--- src/rtl/mux_gate_arbiter_if.sv ---
// Handshake bundle for mux_gate_arbiter: per-requester request channel plus
// a single tagged response channel. master = requesters/downstream side,
// slave = the arbiter.
interface mux_gate_arbiter_if #(
  parameter int NUM_REQ = 4,
  parameter int ID_W    = 2
);
  logic [NUM_REQ-1:0]      req_valid;
  logic [NUM_REQ-1:0]      req_ready;
  logic [NUM_REQ-1:0][1:0] req_op;     // requester k owns bits [2k+1:2k]
  logic [NUM_REQ-1:0]      req_a;
  logic [NUM_REQ-1:0]      req_b;
  logic                    rsp_valid;
  logic                    rsp_ready;
  logic [ID_W-1:0]         rsp_id;
  logic                    rsp_data;
  logic                    rsp_err;

  modport master (
    output req_valid, req_op, req_a, req_b, rsp_ready,
    input  req_ready, rsp_valid, rsp_id, rsp_data, rsp_err
  );

  modport slave (
    input  req_valid, req_op, req_a, req_b, rsp_ready,
    output req_ready, rsp_valid, rsp_id, rsp_data, rsp_err
  );
endinterface

--- src/rtl/mux_gate_arbiter.sv ---
// mux_gate_arbiter: round-robin arbiter sharing one 2:1-mux-built logic unit
// among NUM_REQ requesters. IDLE grants, EVAL computes, RESP returns result.
// Optional feature macro: MUX_GATE_XOR_EN (opcode 11 = a XOR b; otherwise
// opcode 11 is illegal and returns data=0, err=1).
module mux_gate_arbiter #(
  parameter int NUM_REQ = 4,
  parameter int ID_W    = 2
) (
  input  logic              clk,
  input  logic              rst_n,
  mux_gate_arbiter_if.slave bus
);

  typedef enum logic [1:0] {IDLE, EVAL, RESP} state_t;

  typedef struct packed {
    logic [1:0]      op;
    logic            a;
    logic            b;
    logic [ID_W-1:0] id;
  } req_t;

  state_t             state, state_d;
  logic [ID_W-1:0]    ptr;
  logic [ID_W-1:0]    gnt_idx;
  logic [ID_W-1:0]    scan_id;
  int                 scan;
  logic [NUM_REQ-1:0] grant;
  logic [NUM_REQ-1:0] req_ready_c;
  logic               found;
  req_t               cap;
  logic [ID_W-1:0]    rsp_id_q;
  logic               rsp_data_q;
  logic               rsp_err_q;

  // The only logic primitive of the shared unit.
  function automatic logic mux2(input logic sel, input logic [1:0] i);
    return sel ? i[1] : i[0];
  endfunction

  // Shared unit: one mux tree fed by the captured request, selected by op.
  logic y_and, y_or, y_not, y_hi, y_lo, y_out, y_err;
  assign y_and = mux2(cap.a, {cap.b, 1'b0});
  assign y_or  = mux2(cap.a, {1'b1, cap.b});
  assign y_not = mux2(cap.a, 2'b01);
`ifdef MUX_GATE_XOR_EN
  logic n_b, y_xor;
  assign n_b   = mux2(cap.b, 2'b01);
  assign y_xor = mux2(cap.a, {n_b, cap.b});
  assign y_hi  = mux2(cap.op[0], {y_xor, y_not});
  assign y_err = 1'b0;
`else
  assign y_hi  = mux2(cap.op[0], {1'b0, y_not});
  assign y_err = cap.op[1] & cap.op[0];
`endif
  assign y_lo  = mux2(cap.op[0], {y_or, y_and});
  assign y_out = mux2(cap.op[1], {y_hi, y_lo});

  // Round-robin search from ptr upward, wrapping at NUM_REQ.
  always_comb begin
    grant   = '0;
    gnt_idx = '0;
    found   = 1'b0;
    scan    = 0;
    scan_id = '0;
    for (int i = 0; i < NUM_REQ; i++) begin
      scan = int'(ptr) + i;
      if (scan >= NUM_REQ) scan = scan - NUM_REQ;
      scan_id = ID_W'(scan);
      if (!found && bus.req_valid[scan_id]) begin
        found          = 1'b1;
        grant[scan_id] = 1'b1;
        gnt_idx        = scan_id;
      end
    end
  end

  // FSM next state; ready is the grant only while idle.
  always_comb begin
    state_d     = state;
    req_ready_c = '0;
    case (state)
      IDLE: begin
        req_ready_c = grant;
        if (found) state_d = EVAL;
      end
      EVAL:    state_d = RESP;
      RESP:    if (bus.rsp_ready) state_d = IDLE;
      default: state_d = IDLE;
    endcase
  end

  // FSM state register.
  always_ff @(posedge clk or negedge rst_n) begin
    if (!rst_n) state <= IDLE;
    else        state <= state_d;
  end

  // Capture on grant, register result in EVAL, advance ptr on response accept.
  always_ff @(posedge clk or negedge rst_n) begin
    if (!rst_n) begin
      cap        <= '0;
      ptr        <= '0;
      rsp_id_q   <= '0;
      rsp_data_q <= 1'b0;
      rsp_err_q  <= 1'b0;
    end else begin
      if (state == IDLE && found) begin
        cap.op <= bus.req_op[gnt_idx];
        cap.a  <= bus.req_a[gnt_idx];
        cap.b  <= bus.req_b[gnt_idx];
        cap.id <= gnt_idx;
      end
      if (state == EVAL) begin
        rsp_id_q   <= cap.id;
        rsp_data_q <= y_out;
        rsp_err_q  <= y_err;
      end
      if (state == RESP && bus.rsp_ready)
        ptr <= (cap.id == ID_W'(NUM_REQ - 1)) ? '0 : cap.id + 1'b1;
    end
  end

  // Ready is forced low while reset is asserted, even with requests pending.
  assign bus.req_ready = rst_n ? req_ready_c : '0;
  assign bus.rsp_valid = (state == RESP);
  assign bus.rsp_id    = rsp_id_q;
  assign bus.rsp_data  = rsp_data_q;
  assign bus.rsp_err   = rsp_err_q;

endmodule
--- src/flat_wrapper.sv ---
// flat-port wrapper written by rule: the top's interface ports become plain ports
module mux_gate_arbiter_flat 
#(
  parameter int NUM_REQ = 4,
  parameter int ID_W    = 2
)
  (clk, rst_n, bus_req_valid, bus_req_op, bus_req_a, bus_req_b, bus_rsp_ready, bus_req_ready, bus_rsp_valid, bus_rsp_id, bus_rsp_data, bus_rsp_err);
  mux_gate_arbiter_if #(.NUM_REQ(NUM_REQ), .ID_W(ID_W)) bus_i ();
  input  logic clk;
  input  logic rst_n;
  input wire logic [$bits(bus_i.req_valid)-1:0] bus_req_valid;
  input wire logic [$bits(bus_i.req_op)-1:0] bus_req_op;
  input wire logic [$bits(bus_i.req_a)-1:0] bus_req_a;
  input wire logic [$bits(bus_i.req_b)-1:0] bus_req_b;
  input wire logic [$bits(bus_i.rsp_ready)-1:0] bus_rsp_ready;
  output wire logic [$bits(bus_i.req_ready)-1:0] bus_req_ready;
  output wire logic [$bits(bus_i.rsp_valid)-1:0] bus_rsp_valid;
  output wire logic [$bits(bus_i.rsp_id)-1:0] bus_rsp_id;
  output wire logic [$bits(bus_i.rsp_data)-1:0] bus_rsp_data;
  output wire logic [$bits(bus_i.rsp_err)-1:0] bus_rsp_err;
  assign bus_i.req_valid = bus_req_valid;
  assign bus_i.req_op = bus_req_op;
  assign bus_i.req_a = bus_req_a;
  assign bus_i.req_b = bus_req_b;
  assign bus_i.rsp_ready = bus_rsp_ready;
  assign bus_req_ready = bus_i.req_ready;
  assign bus_rsp_valid = bus_i.rsp_valid;
  assign bus_rsp_id = bus_i.rsp_id;
  assign bus_rsp_data = bus_i.rsp_data;
  assign bus_rsp_err = bus_i.rsp_err;
  mux_gate_arbiter #(.NUM_REQ(NUM_REQ), .ID_W(ID_W)) u_core (.clk(clk), .rst_n(rst_n), .bus(bus_i));
endmodule
--- config.mk ---
export PLATFORM = sky130hd
export DESIGN_NAME = mux_gate_arbiter_flat
export DESIGN_NICKNAME = d
export VERILOG_FILES = /design/src/rtl/mux_gate_arbiter_if.sv /design/src/rtl/mux_gate_arbiter.sv /design/src/flat_wrapper.sv
export SDC_FILE = /design/constraint.sdc
export NUM_CORES = 1
export LEC_CHECK = 0
export CAP_MARGIN = 20
export CORE_MARGIN = 8
export CORE_UTILIZATION = 40
export DETAILED_ROUTE_END_ITERATION = 10
export GPL_ROUTABILITY_DRIVEN = 0
export GPL_TIMING_DRIVEN = 0
export PLACE_DENSITY = 0.68
export SYNTH_ARGS = -nofsm -noshare
export SYNTH_HDL_FRONTEND = slang
export SYNTH_SLANG_ARGS = --single-unit
--- constraint.sdc ---
create_clock -name clk -period 6.2 [get_ports clk]
set_input_delay 1.86 -clock clk [delete_from_list [all_inputs] [get_ports clk]]
set_output_delay 1.86 -clock clk [all_outputs]
set_load 0.05 [all_outputs]
== Word level (Yosys, flattened, before mapping) ==
Index checks and enable logic that the tools add are counted.
Word-level totals
  word-level logic and storage cells: 103
  output and inout bits: 9
  input port bits: 23
  register bits after elaboration: 14
Operators by class
  multiplexer cells: 50
  bitwise logic cells: 4
  reduce and logical (&&, ||, !) cells: 14
  $add $sub $neg: 8
  eq/ne operators: 5
  order comparisons: 13
Operator list (number)
  $mux W2: 12
  $mux W4: 6
  $mux W1: 20
  $lt A2 B3 Y1 const B: 5
  $bmux W1 S2: 6
  $or A4 B4 Y4: 3
  $ge A3 B3 Y1 const B: 3
  $logic_and A1 B1 Y1: 9
  $demux W1 S2: 4
  $ge A2 B1 Y1 const B: 4
  $sub A2 B1 Y2 const B: 4
  $add A2 B2 Y3 const B: 2
  $pmux W2 S3: 1
  $bmux W2 S2: 1
  $eq A2 B2 Y1 const B: 2
  $add A2 B1 Y3 const B: 1
  $ge A2 B3 Y1 const B: 1
  $logic_not A1 Y1: 3
  $add A2 B1 Y2 const B: 1
  $eq A2 B1 Y1 const B: 1
  $logic_not A2 Y1: 1
  $ne A2 B1 Y1 const B: 1
  $ne A2 B2 Y1 const B: 1
  $reduce_and A2 Y1: 1
  $and A1 B1 Y1: 1

== Longest topological paths before layout ==
  word-level depth: 16
  gate-level depth with buffers: 10
  mapped depth without buffers: 8

== Worst setup path before layout ==
Ideal clock, no wire load.
  path kind: input-to-output
  start: input port bus_req_valid[2]
  end: output port bus_req_ready[0]
  stages on the path: 6
  buffers on the path: 0
  setup slack: 0.723 ns
  required time: 4.340 ns
  arrival time: 3.617 ns
  path through: mux4_2 -> nor2b_1 -> a22oi_1 -> nor2_1 -> a221oi_1 -> nor2_1
On the way
  longest elaborated chain between the ends: 14
  elaborated cells between the ends (all ways): 26
  classes of those cells: mux: 17; bitwise: 3; reduce/logical: 6
Ends and longest elaborated chain
  start: declaration: RTL line flat_wrapper.sv:11  | input wire logic [$bits(bus_i.req_valid)-1:0] bus_req_valid;
  $bmux W1 S2: RTL line mux_gate_arbiter.sv:70  | if (!found && bus.req_valid[scan_id]) begin
  $mux W1 (not written as such): RTL line mux_gate_arbiter.sv:70
  $mux W1: RTL line mux_gate_arbiter.sv:70
  $logic_not A1 Y1: RTL line mux_gate_arbiter.sv:70
  $logic_and A1 B1 Y1: RTL line mux_gate_arbiter.sv:70
  $mux W1: RTL line mux_gate_arbiter.sv:70
  $logic_not A1 Y1: RTL line mux_gate_arbiter.sv:70
  $logic_and A1 B1 Y1: RTL line mux_gate_arbiter.sv:70
  $mux W1: RTL line mux_gate_arbiter.sv:70
  $logic_not A1 Y1: RTL line mux_gate_arbiter.sv:70
  $logic_and A1 B1 Y1: RTL line mux_gate_arbiter.sv:70
  $mux W4 *: RTL line mux_gate_arbiter.sv:70
  $mux W4 *: RTL line mux_gate_arbiter.sv:82  | case (state)
  $mux W4 *: RTL line mux_gate_arbiter.sv:125  | assign bus.req_ready = rst_n ? req_ready_c : '0;
  end: declaration: RTL line flat_wrapper.sv:16  | output wire logic [$bits(bus_i.req_ready)-1:0] bus_req_ready;
Every way passes the cells marked *; elsewhere a longest branch is shown, timed or not. The select of a mux whose other input is x is not followed.

== Worst setup path in the final report ==
  start: input port bus_req_valid[1]
  end: output port bus_req_ready[0]
The elaborated chain is that of the path after synthesis.

==> results.cfg <==
[sta]
max_freq_mhz = 165.1
fin_worst_skew_ns = 0.007075
hold_viol_final = 0
period_needed_ns = 6.057
finalSetupTns_ns = 0
drv_slew = 0
timing.max_slew.rel_slack_pct = 57.28
grt_setup_unrepaired = no
fin_crit_sh_pct = 97.70
tightestPinTransition_ns = 0.6388
report.final.setup_viol = 0
setup_ws_ns = 0.1428

[place]
hpwlAfterDp_mm = 2.209
pre_cts_slack_ns = -0.2791
dpl-instance-area_sq_um = 1549
place.port_buffers = 31

[floorplan]
floorplan.die_area_sq_um = 5000
die_width_um = 70.71
placeableCoreArea_sq_um = 2953
io-pin-count = 32
initial_standard_cell_utilization_of_the_core_pct = 40.55
fp.dieH_um = 70.71
std_cell_rows = 20

[yosys]
post_synth_and_or_nand_nor_area_fraction_pct = 15.67
ys.warnings.count = 0
yosysMostFrequentCell = nor2_1
synth_top_cell_area_share_pct = 29.26
synth_async_sr_flop_share_pct = 100.0
yosysSeqAreaShare_pct = 29.26
synth_compound_gate_area_share_pct = 20.79
synth-edff-count = 0
adder_and_majority_gate_portion_of_the_synthesized_area_pct = 10.24
synthesis.area_sq_um = 1197
yosys.area_share.xor_xnor_pct = 0
synthMuxAreaShare_pct = 19.64
synth.top_cells.by_area = dfrtp_1 29%, ha_1 9.4%, mux2i_1 8.4%, mux4_2 7.5%, nor2_1 4.7%
synth.cells.most_frequent = 15 x nor2_1, 14 x dfrtp_1, 10 x mux2i_1, 10 x o21ai_0, 9 x ha_1
dominant_combinational_cell_family_by_area_after_synthesis = compound AO/OA/AOI/OAI gates
post_synth_inst_count = 118
syn-num-nets = 150
prevailing_post_synth_register_cell = dfrtp_1
synth.largest_area_cell = dfrtp_1
postSynthRegisterBits = 14
yosysUniqueCellTypes = 30
syn_avg_cell_area_sq_um = 10.15

[clock_tree]
cts_sinks = 14
clockBufferDepth = 2
cts_hold_buffers = 0
tritoncts.num_buffers = 3
clk_pin_slew_ns = 0.09
postCtsSetupRepairBufs = 0
cts_htree_levels = 1
cts_tree = built
clock_latency_late_sink_ns = 0.28
clk_root_buffer_cell = clkbuf_4

[cells_and_area]
fillCellCount = 289
sequential_cell_area_sq_um = 350.3
layout-drive-gt1-share_pct = 15.03
syn_to_final_growth_pct = 31.35
layout.nets = 186
multi_input_comb_area_sq_um = 797.0
finish.instance_area_sq_um = 1573
insertedDiodeCount = 0
fin_util_pct = 53.26

[drt]
vias_per_instance = 5.726
drtIter0Drc = 39
routed_wirelength_mm = 2.768
routed_wire_length_per_instance_um = 14.88
final_antenna_net_count = 0
routed-via-count = 1065
drc = 0
detail_route.first_pass.iterations = 5

[global_routing]
wire_length_of_the_first_global_routing_pass_mm = 4.809
grt_max_degree = 16
track_usage_pct = 11.40
antenna_violations_before_repair = 0
globalRouteOverflowTotal = 0
number_of_global_route_vias_before_repair = 1127

[setup_path]
critPathMaxFanout = 7
timing.critical_path.from_type = input pin
end_kind = output pin
critPathKind = in -> out
worst-endpoint-required_ns = 4.34
critical_path_arrival_ns = 4.20

[worst_hold_path]
min_path_type = reg -> reg

[pwr]
power.switching_fraction_pct = 48.80
pwr-share-comb_pct = 70.9
p_int_uw = 442.2
power.static_leakage_nw = 0.6660
power.net_switching_uw = 421.4
p_per_area_nw_per_um2 = 549.1
clkPwrFrac_pct = 7.6
sequentialPowerShare_pct = 21.5
irDropWorstVdd_uv = 210.3

[run]
maxCapViolations = 0

[status]
run_status = complete, no violations
## critical path, stage by stage
cell             delay [ns]
clkdlybuf4s50_1        0.52
mux4_2                 0.59
nor3_2                 0.31
and2_4                 0.23
a221oi_1               0.08
nor2_1                 0.10
clkdlybuf4s15_1        0.50
## kinds of logic after synthesis
logic type | count (synthesis)
adders and majority gates | 10
buffers and inverters | 8
and+or+nand+nor | 38
AOI/OAI and AO/OA | 30
muxes | 18
DFF | 14
## path summary, 6_finish.rpt
check | endpoint | cells after the start | slack (ns) | startpoint
worst min-delay path | u_core.bus.rsp_data | 2 | 0.50 | u_core.bus.rsp_data
worst max-delay path | bus_req_ready[0] | 7 | 0.14 | bus_req_valid[1]
worst max register to register | u_core.cap[3] | 9 | 3.05 | u_core.ptr[0]
min in group asynchronous | u_core.bus.rsp_id[1] | 1 | 1.97 | rst_n
max in group asynchronous | u_core.cap[0] | 1 | 3.82 | rst_n
worst min register to register | u_core.bus.rsp_data | 2 | 0.50 | u_core.bus.rsp_data
## cells in the final DEF, fill, tap and decap left out, types with 3 or more instances in the layout
cell type | Yosys | final
mux4_2 | 4 | 4
o21ai_0 | 10 | 10
o311ai_1 | 4 | 4
mux2i_1 | 10 | 10
nor2_1 | 15 | 15
clkbuf_4 | 0 | 3
clkdlybuf4s50_1 | 0 | 27
a22oi_1 | 4 | 4
nand2b_1 | 3 | 3
dfrtp_1 | 14 | 14
ha_1 | 9 | 9
mux2_2 | 4 | 4
nand2_1 | 8 | 8
buf_6 | 3 | 3
or2b_1 | 4 | 4
clkbuf_2 | 0 | 3
nor3_1 | 3 | 3
inv_1 | 4 | 4
a221oi_1 | 4 | 4
## power by group through the flow
stage / Sequential [mW] / Combinational [mW] / Clock, mW
after floorplan: 0.214 / 0.444 / 0
after global placement: 0.183 / 0.601 / 0
after detailed placement: 0.187 / 0.617 / 0
after CTS: 0.185 / 0.615 / 0.0669
after global routing: 0.194 / 0.667 / 0.0715
final: 0.186 / 0.613 / 0.0655
## metal layers
metal  global-route usage [%]  up-vias  share of wire, %
met5                        0        -                 0
met4                    3.233        0              0.83
met3                    4.661        4               7.1
met2                    20.39       32                50
met1                    11.90      517                42
li1                         -      512                 -
## per-stage QoR
stage | hold WS [ns] | power (mW) | std cells
final | 0.4971 | 0.8637 | 186
after global routing | 0.5306 | 0.9328 | 186
after CTS | 0.5046 | 0.8673 | 186
after detailed placement | 0.4802 | 0.8038 | 182
after global placement | 0.4680 | 0.7839 | 182
after floorplan | 0.4721 | 0.6576 | 118
## cell type report
| type | count | area share (%) |
|---|---|---|
| well taps | 33 | 2.625 |
| repair buffers | 31 | 18.77 |
| inverters | 4 | 0.9547 |
| flip-flops and latches | 14 | 22.28 |
| multi-input cells | 96 | 50.68 |
| plain buffers | 4 | 2.387 |
| clock buffers | 4 | 2.307 |
## sequential cells by signal (all words and copies together) (netlist names)
signal / cells
u_core.cap: 6
u_core.bus.rsp_id: 2
u_core.ptr: 2
u_core.state: 2
u_core.bus.rsp_data: 1
u_core.bus.rsp_err: 1
## repair_timing
item	CTS	global route
endpoints found under the setup margin	4	4
resized for setup	5	7
pin swaps	0	0
Power figures use the tool's default switching activity.
